### src/rtl/tlc_sensor_conditioner.sv
`default_nettype none
// ============================================================================
// Module   : tlc_sensor_conditioner
// Brief    : Farm-road loop-sensor front end: sync, debounce, arrival count,
//            latched car-waiting request cleared by grant.
// Revision : 1.0 - initial release
// ============================================================================
module tlc_sensor_conditioner #(
  parameter int DB_CYCLES = 4,
  parameter int CNT_W     = 4
) (
  input  logic             clk,
  input  logic             rst_n,
  input  logic             ena,
  input  logic             sensor_raw,
  input  logic             grant,
  output logic             req,
  output logic             sensor_clean,
  output logic [CNT_W-1:0] car_count,
  output logic             overflow
);

  localparam int               DB_W    = (DB_CYCLES > 1) ? $clog2(DB_CYCLES) : 1;
  localparam logic [DB_W-1:0]  DB_LAST = DB_W'(DB_CYCLES - 1);
  localparam logic [CNT_W-1:0] CNT_MAX = '1;

  logic             r_s1;
  logic             r_s2;
  logic [DB_W-1:0]  r_db_cnt;
  logic             r_clean;
  logic             r_clean_d;
  logic             r_grant_d;
  logic             r_req;
  logic [CNT_W-1:0] r_cnt;
  logic             r_ovf;

  logic             w_arrival;
  logic             w_grant_fall;

  // Two-flop synchroniser keeps running while disabled so s2 is fresh on resume.
  always_ff @(posedge clk or negedge rst_n) begin
    if (!rst_n) begin
      r_s1 <= 1'b0;
      r_s2 <= 1'b0;
    end else begin
      r_s1 <= sensor_raw;
      r_s2 <= r_s1;
    end
  end

  always_ff @(posedge clk or negedge rst_n) begin
    if (!rst_n) begin
      r_db_cnt <= '0;
      r_clean  <= 1'b0;
    end else if (ena) begin
      if (r_s2 == r_clean) begin
        r_db_cnt <= '0;
      end else if (r_db_cnt == DB_LAST) begin
        r_clean  <= r_s2;
        r_db_cnt <= '0;
      end else begin
        r_db_cnt <= r_db_cnt + DB_W'(1);
      end
    end
  end

  assign w_arrival    = r_clean & ~r_clean_d;
  assign w_grant_fall = r_grant_d & ~grant;

  // Grant wins over everything; a car still on the loop at grant end re-requests.
  always_ff @(posedge clk or negedge rst_n) begin
    if (!rst_n) begin
      r_clean_d <= 1'b0;
      r_grant_d <= 1'b0;
      r_req     <= 1'b0;
      r_cnt     <= '0;
      r_ovf     <= 1'b0;
    end else if (ena) begin
      r_clean_d <= r_clean;
      r_grant_d <= grant;
      if (grant) begin
        r_req <= 1'b0;
        r_cnt <= '0;
        r_ovf <= 1'b0;
      end else if (w_grant_fall && r_clean) begin
        r_req <= 1'b1;
        r_cnt <= CNT_W'(1);
      end else if (w_arrival) begin
        r_req <= 1'b1;
        if (r_cnt == CNT_MAX) begin
          r_ovf <= 1'b1;
        end else begin
          r_cnt <= r_cnt + CNT_W'(1);
        end
      end
    end
  end

  assign req          = r_req;
  assign sensor_clean = r_clean;
  assign car_count    = r_cnt;
  assign overflow     = r_ovf;

endmodule
`default_nettype wire

### config.mk
export PLATFORM = sky130hd
export DESIGN_NAME = tlc_sensor_conditioner
export DESIGN_NICKNAME = d
export VERILOG_FILES = /design/src/rtl/tlc_sensor_conditioner.sv
export SDC_FILE = /design/constraint.sdc
export NUM_CORES = 1
export LEC_CHECK = 0
export CAP_MARGIN = 20
export CORE_ASPECT_RATIO = 0.9
export CORE_MARGIN = 3
export CORE_UTILIZATION = 43
export DETAILED_ROUTE_END_ITERATION = 10
export PLACE_DENSITY = 0.81
export SLEW_MARGIN = 25
export SYNTH_ARGS = -nofsm -noshare
export SYNTH_HDL_FRONTEND = slang
export SYNTH_SLANG_ARGS = --single-unit
### constraint.sdc
create_clock -name clk -period 1.2 [get_ports clk]
set_input_delay 0.24 -clock clk [delete_from_list [all_inputs] [get_ports clk]]
set_output_delay 0.24 -clock clk [all_outputs]
set_load 0.05 [all_outputs]
==> results of run 1 <==
stage by stage:
step,setup WS (ns),instances,util,instance area [um2]
floorplan,-0.0385,61,-,657
global placement,-0.325,96,0.722,932
detailed placement,-0.361,96,0.722,932
CTS,-0.0241,104,0.777,1000
global route,-0.0766,105,0.800,1030
finish,-0.0128,105,0.800,1030
worst max-delay path, stage by stage, from the launching register on:
cell	delay, ns
dfrtp_2	0.43
buf_6	0.13
buf_12	0.13
cell usage in the layout (no fill, tap or decap), types with 2 or more instances in the layout:
cell | netlist | final
a2bb2oi_1 | 2 | 2
clkbuf_4 | 0 | 3
nor2_1 | 2 | 2
nand2_1 | 7 | 7
nand3_1 | 4 | 3
buf_6 | 0 | 3
dfrtp_2 | 0 | 5
inv_1 | 5 | 5
o21ai_0 | 4 | 4
o22ai_1 | 3 | 3
dfrtp_1 | 13 | 8
o21a_1 | 2 | 2
buf_12 | 0 | 7
clkdlybuf4s50_1 | 0 | 2
dlygate4sd2_1 | 0 | 2
buf_4 | 0 | 13
power breakdown:
part | internal (uW) | leakage [uW] | total (uW) | switching, uW
Clock | 129 | 0.0000150 | 264 | 135
Combinational | 678 | 0.000282 | 1300 | 620
Sequential | 569 | 0.000158 | 707 | 138
flip-flops by register name, summed over array words and instances, names as in the netlist:
signal / flops
r_s2: 1
sensor_clean: 1
r_db_cnt: 2
overflow: 1
r_s1: 1
car_count: 4
req: 1
r_grant_d: 1
r_clean_d: 1
metal layers:
layer  part of all wire  wire length (um)  global-route usage
met3              0.077               120              0.0815
met4              0.051                79              0.0852
met5                  0                 0                   0
met2               0.47               731               0.242
met1               0.40               628               0.213
cells by family after synthesis:
kind of cell / share of synthesized area
AOI/OAI and AO/OA: 0.198
xor gates and xnor gates: 0.0141
adders and majority gates: 0.0403
buffers and inverters: 0.0383
DFF: 0.524
muxes: 0.0181
and+or+nand+nor: 0.167
layout make-up:
type	count	area (um2)
Fill cell	78	258
Multi-Input combinational cell	42	330
Timing Repair Buffer	27	309
Inverter	5	18.8
Clock buffer	4	26.3
Tap cell	14	17.5
Sequential cell	13	332
Yosys cell counts, types with 2 or more instances:
master     instances
dfrtp_1           13
nand2_1            7
inv_1              5
nand3_1            4
o21ai_0            4
o22ai_1            3
a21oi_1            2
a2bb2oi_1          2
ha_1               2
nor2_1             2
o21a_1             2
what timing repair did:
item	CTS	global route
setup endpoints to repair	9	10
hold endpoints to repair	0	0
buffers inserted	4	1
gates resized for setup	6	4
path summary, 6_finish.rpt:
path	end	slack (ns)	depth (start not counted)
max in group asynchronous	car_count[3]	0.76	2
min	car_count[1]	0.26	2
max	car_count[0]	-0.01	2
min in group clk	r_s2	0.36	0
min reg2reg	r_s2	0.36	0
max reg2reg	car_count[2]	-0.01	3
==> impl_metrics.tcl, run 1 <==
set metrics [dict create \
    first_pass_iters 4 \
    vias_per_cell 5.65 \
    drc 0 \
    final_max_slew_viol_count 0 \
    grt_pass1_wl_mm 2.30 \
    num_vias 593 \
    synth_cell_types 26 \
    grt_max_degree 14 \
    async_flop_share 1.00 \
    fin_worst_skew_ns 0.00552 \
    fin_crit_sh 1.01 \
    cp-startpoint "car_count[0]" \
    rsz0062_at_grt "yes" \
    worst_slack_ns -0.0128 \
    synth-warning-count 0 \
    synth-edff-count 0 \
    cp.required_ns 0.96 \
    fmaxAchievable_mhz 825 \
    cts_buffer_depth 2 \
    cap_violations 0 \
    clock_latency_ns 0.27 \
    synth-seq-cells 13 \
    avgRoutedWirePerCell_um 14.8 \
    cp-end-kind "output port" \
    antenna_found_initial 0 \
    p_leak_uw 0.000455 \
    drtIter0Drc 11 \
    cts_hold_buf 0 \
    relSlewSlack 0.751 \
    drive_above_1_share 0.451 \
    power.density_nw_per_um2 2200 \
    core_area_um2 1290 \
    arrival_ns 0.97 \
    status "finished with violations" \
    ir_worst_vdd_uv 1350 \
    critPathKind "flip-flop to output port" \
    setup-tns-final_ns -0.0483 \
    portBuffers 11 \
    setup_viol 5 \
    n_antenna_cell 0 \
    cts_htree_levels 1 \
    area.growth.synth_to_final_pct 66.5 \
    cts-root-buf "clkbuf_4" \
    track_usage 0.171 \
    routabilityCongestion 0.833 \
    fin_crit_ns 1.21 \
    yosysTopAreaCell "dfrtp_1" \
    clock-sinks 13 \
    io_pins 12 \
    syn_nets 68 \
    start_util 0.481 \
    ys.flop_type "dfrtp_1" \
    die-area_um2 1940 \
    violations "negative setup slack" \
    synth-seq-area-share 0.524 \
    first_global_vias 537 \
    path_clk_slew_ns 0.08 \
    reg2reg_from "r_grant_d" \
    worst_hold_slack_ns 0.260 \
    worst_slew_pin_slew_ns 0.374 \
    die_x_um 46.0 \
    num_rows 12 \
    path_max_fanout 2 \
    ant_nets 0 \
    power_uw 2270 \
    hold_viol_final 0 \
    start_kind "flip-flop" \
    overflow 0 \
    hold_path.class "primary input to asynchronous set/reset pin" \
    wl_mm 1.56 \
    syn-instance-count 61 \
    nets 99 \
    synth_top_area_share 0.524 \
    tritoncts "yes" \
    yosys-top-cells-area "dfrtp_1, nand2_1, ha_1, nand3_1, o21ai_0" \
    die_h_um 42.0 \
    avgSynthCellArea_um2 10.2 \
    place_hpwl_mm 1.09 \
    syn_area_um2 621 \
    cts_buffers 3 \
]
(Power assumes the default switching activity.)
==> inputs of run 2 (changes only) <==
--- a/config.mk
+++ b/config.mk
@@ -8,9 +8,10 @@
 export CAP_MARGIN = 20
 export CORE_ASPECT_RATIO = 0.9
 export CORE_MARGIN = 3
-export CORE_UTILIZATION = 43
+export CORE_UTILIZATION = 35
+export CTS_CLUSTER_SIZE = 14
 export DETAILED_ROUTE_END_ITERATION = 10
-export PLACE_DENSITY = 0.81
+export PLACE_DENSITY = 0.7
 export SLEW_MARGIN = 25
 export SYNTH_ARGS = -nofsm -noshare
 export SYNTH_HDL_FRONTEND = slang
==> run 2 against run 1 <==
Compared with the run above: the flow still finishes with violations (negative setup slack); utilization fell by 12 points; cell area rose by 3.1%; sequential share of layout area fell by 0.86 points; wire length fell by 11%; clock skew fell by 0.0035 ns; maximum frequency fell by 1.4%; worst hold slack improved by 0.0027 ns; sequential power rose by 1%; combinational power barely moved; total power fell by 0.39%; clock-buffer cell count did not move; critical path depth did not move; critical path type unchanged; critical endpoint is now sensor_clean; largest power group unchanged; highest routed layer unchanged.
==> impl_metrics.tcl, run 2 (synthesis gave the netlist of run 1 again) <==
set metrics [dict create \
    status "finished with violations" \
    violations "negative setup slack" \
    avgRoutedWirePerCell_um 12.2 \
    vias_per_cell 4.99 \
    die_x_um 50.4 \
    io_pins 12 \
    clock_latency_ns 0.27 \
    ir_worst_vdd_uv 1130 \
    stdcell_area_um2 1070 \
    cts_buffer_depth 2 \
    ant_nets 0 \
    num_vias 569 \
    arrival_ns 0.99 \
    antenna_found_initial 0 \
    post_dp_cell_area_um2 950 \
    post-place-cells 105 \
    area.growth.synth_to_final_pct 71.8 \
    power_uw 2260 \
    clock-sinks 13 \
    nets 100 \
    cts-root-buf "clkbuf_4" \
    r2r_setup_slack_ns -0.02 \
    grt_pass1_wl_mm 2.33 \
    grt_max_degree 14 \
    rsz0062_at_grt "yes" \
    drive_above_1_share 0.489 \
    worst_slew_pin_slew_ns 0.338 \
    worst_hold_slack_ns 0.262 \
    drtIter0Drc 5 \
    final_max_slew_viol_count 0 \
    start_util 0.397 \
    overflow 0 \
    fmaxAchievable_mhz 813 \
    fin_worst_skew_ns 0.00197 \
    cp.required_ns 0.96 \
    cts_buffers 3 \
    worst_slack_ns -0.0295 \
    drc 0 \
    power.density_nw_per_um2 2120 \
    tritoncts "yes" \
    final_cell_mix "buf_4, nand2_1, dfrtp_1, buf_12, dfrtp_2" \
    cts_hold_buf 0 \
    die_h_um 45.9 \
    place_hpwl_mm 1.00 \
    hold_path.class "primary input to asynchronous set/reset pin" \
    hold_viol_final 0 \
    start_kind "flip-flop" \
    relSlewSlack 0.775 \
    p_leak_uw 0.000462 \
    first_global_vias 552 \
    cts_htree_levels 1 \
    setup_viol 5 \
    cp-end-kind "output port" \
    fin_crit_ns 1.23 \
    critPathKind "flip-flop to output port" \
    wl_mm 1.40 \
    fin_crit_sh 1.02 \
    n_antenna_cell 0 \
    cap_violations 0 \
    path_max_fanout 5 \
    portBuffers 11 \
    core_area_um2 1560 \
    num_rows 13 \
    largest_reg_flops 4 \
    setup-tns-final_ns -0.0805 \
    path_clk_slew_ns 0.08 \
    routabilityCongestion 0.752 \
    instances_no_fill 114 \
    final_common_cell "buf_4" \
    die-area_um2 2310 \
    first_pass_iters 4 \
    track_usage 0.137 \
]
## run 2: changes by cell type in the layout (fill, tap and decap cells not counted), sizes merged
cell,delta
buf,+1
## run 2: critical path: stages (launching register included)
cell,delay [ns]
dfrtp_2,0.45
buf_6,0.13
buf_12,0.13
## run 2: power breakdown
part           internal, uW  total, uW  leakage [uW]  switching, uW
Sequential              570        714      0.000157            144
Combinational           699       1280      0.000290            582
Clock                   129        265     0.0000150            137
## run 2: repair_timing
item,CTS,global route
endpoints found under the hold margin,0,0
resized for setup,7,7
pin swaps,2,2
setup endpoints to repair,9,9
buffers inserted,5,0
## run 2: worst paths after layout
check / endpoint / cells after the start / from
max in group asynchronous: car_count[2] / 2 / rst_n
worst min register to register: r_s2 / 0 / r_s1
worst max register to register: car_count[0] / 4 / car_count[1]
worst min-delay path: r_clean_d / 2 / rst_n
worst max-delay path: sensor_clean / 2 / sensor_clean
min in group clk: r_s2 / 0 / r_s1
## run 2: per-stage QoR
| stage | utilization | setup WS, ns |
|---|---|---|
| floorplan | - | -0.0385 |
| global placement | 0.608 | -0.374 |
| detailed placement | 0.608 | -0.419 |
| CTS | 0.661 | -0.0387 |
| global route | 0.683 | -0.0784 |
| finish | 0.683 | -0.0295 |
## run 2: layer usage
layer  track usage  up-vias  part of all wire
met4        0.0323        0            0.0065
met2         0.211       10              0.49
met3        0.0623        2             0.050
met1         0.175      275              0.45
li1              -      282                 -
met5             0        -                 0
## run 2: layout make-up
type                       count  area (um2)
fill                         127         495
multi-input combinational     42         340
sequential                    13         333
timing repair buffer          28         320
tap                           22        27.5
clock buffer                   4        26.3
inverter                       5        18.8
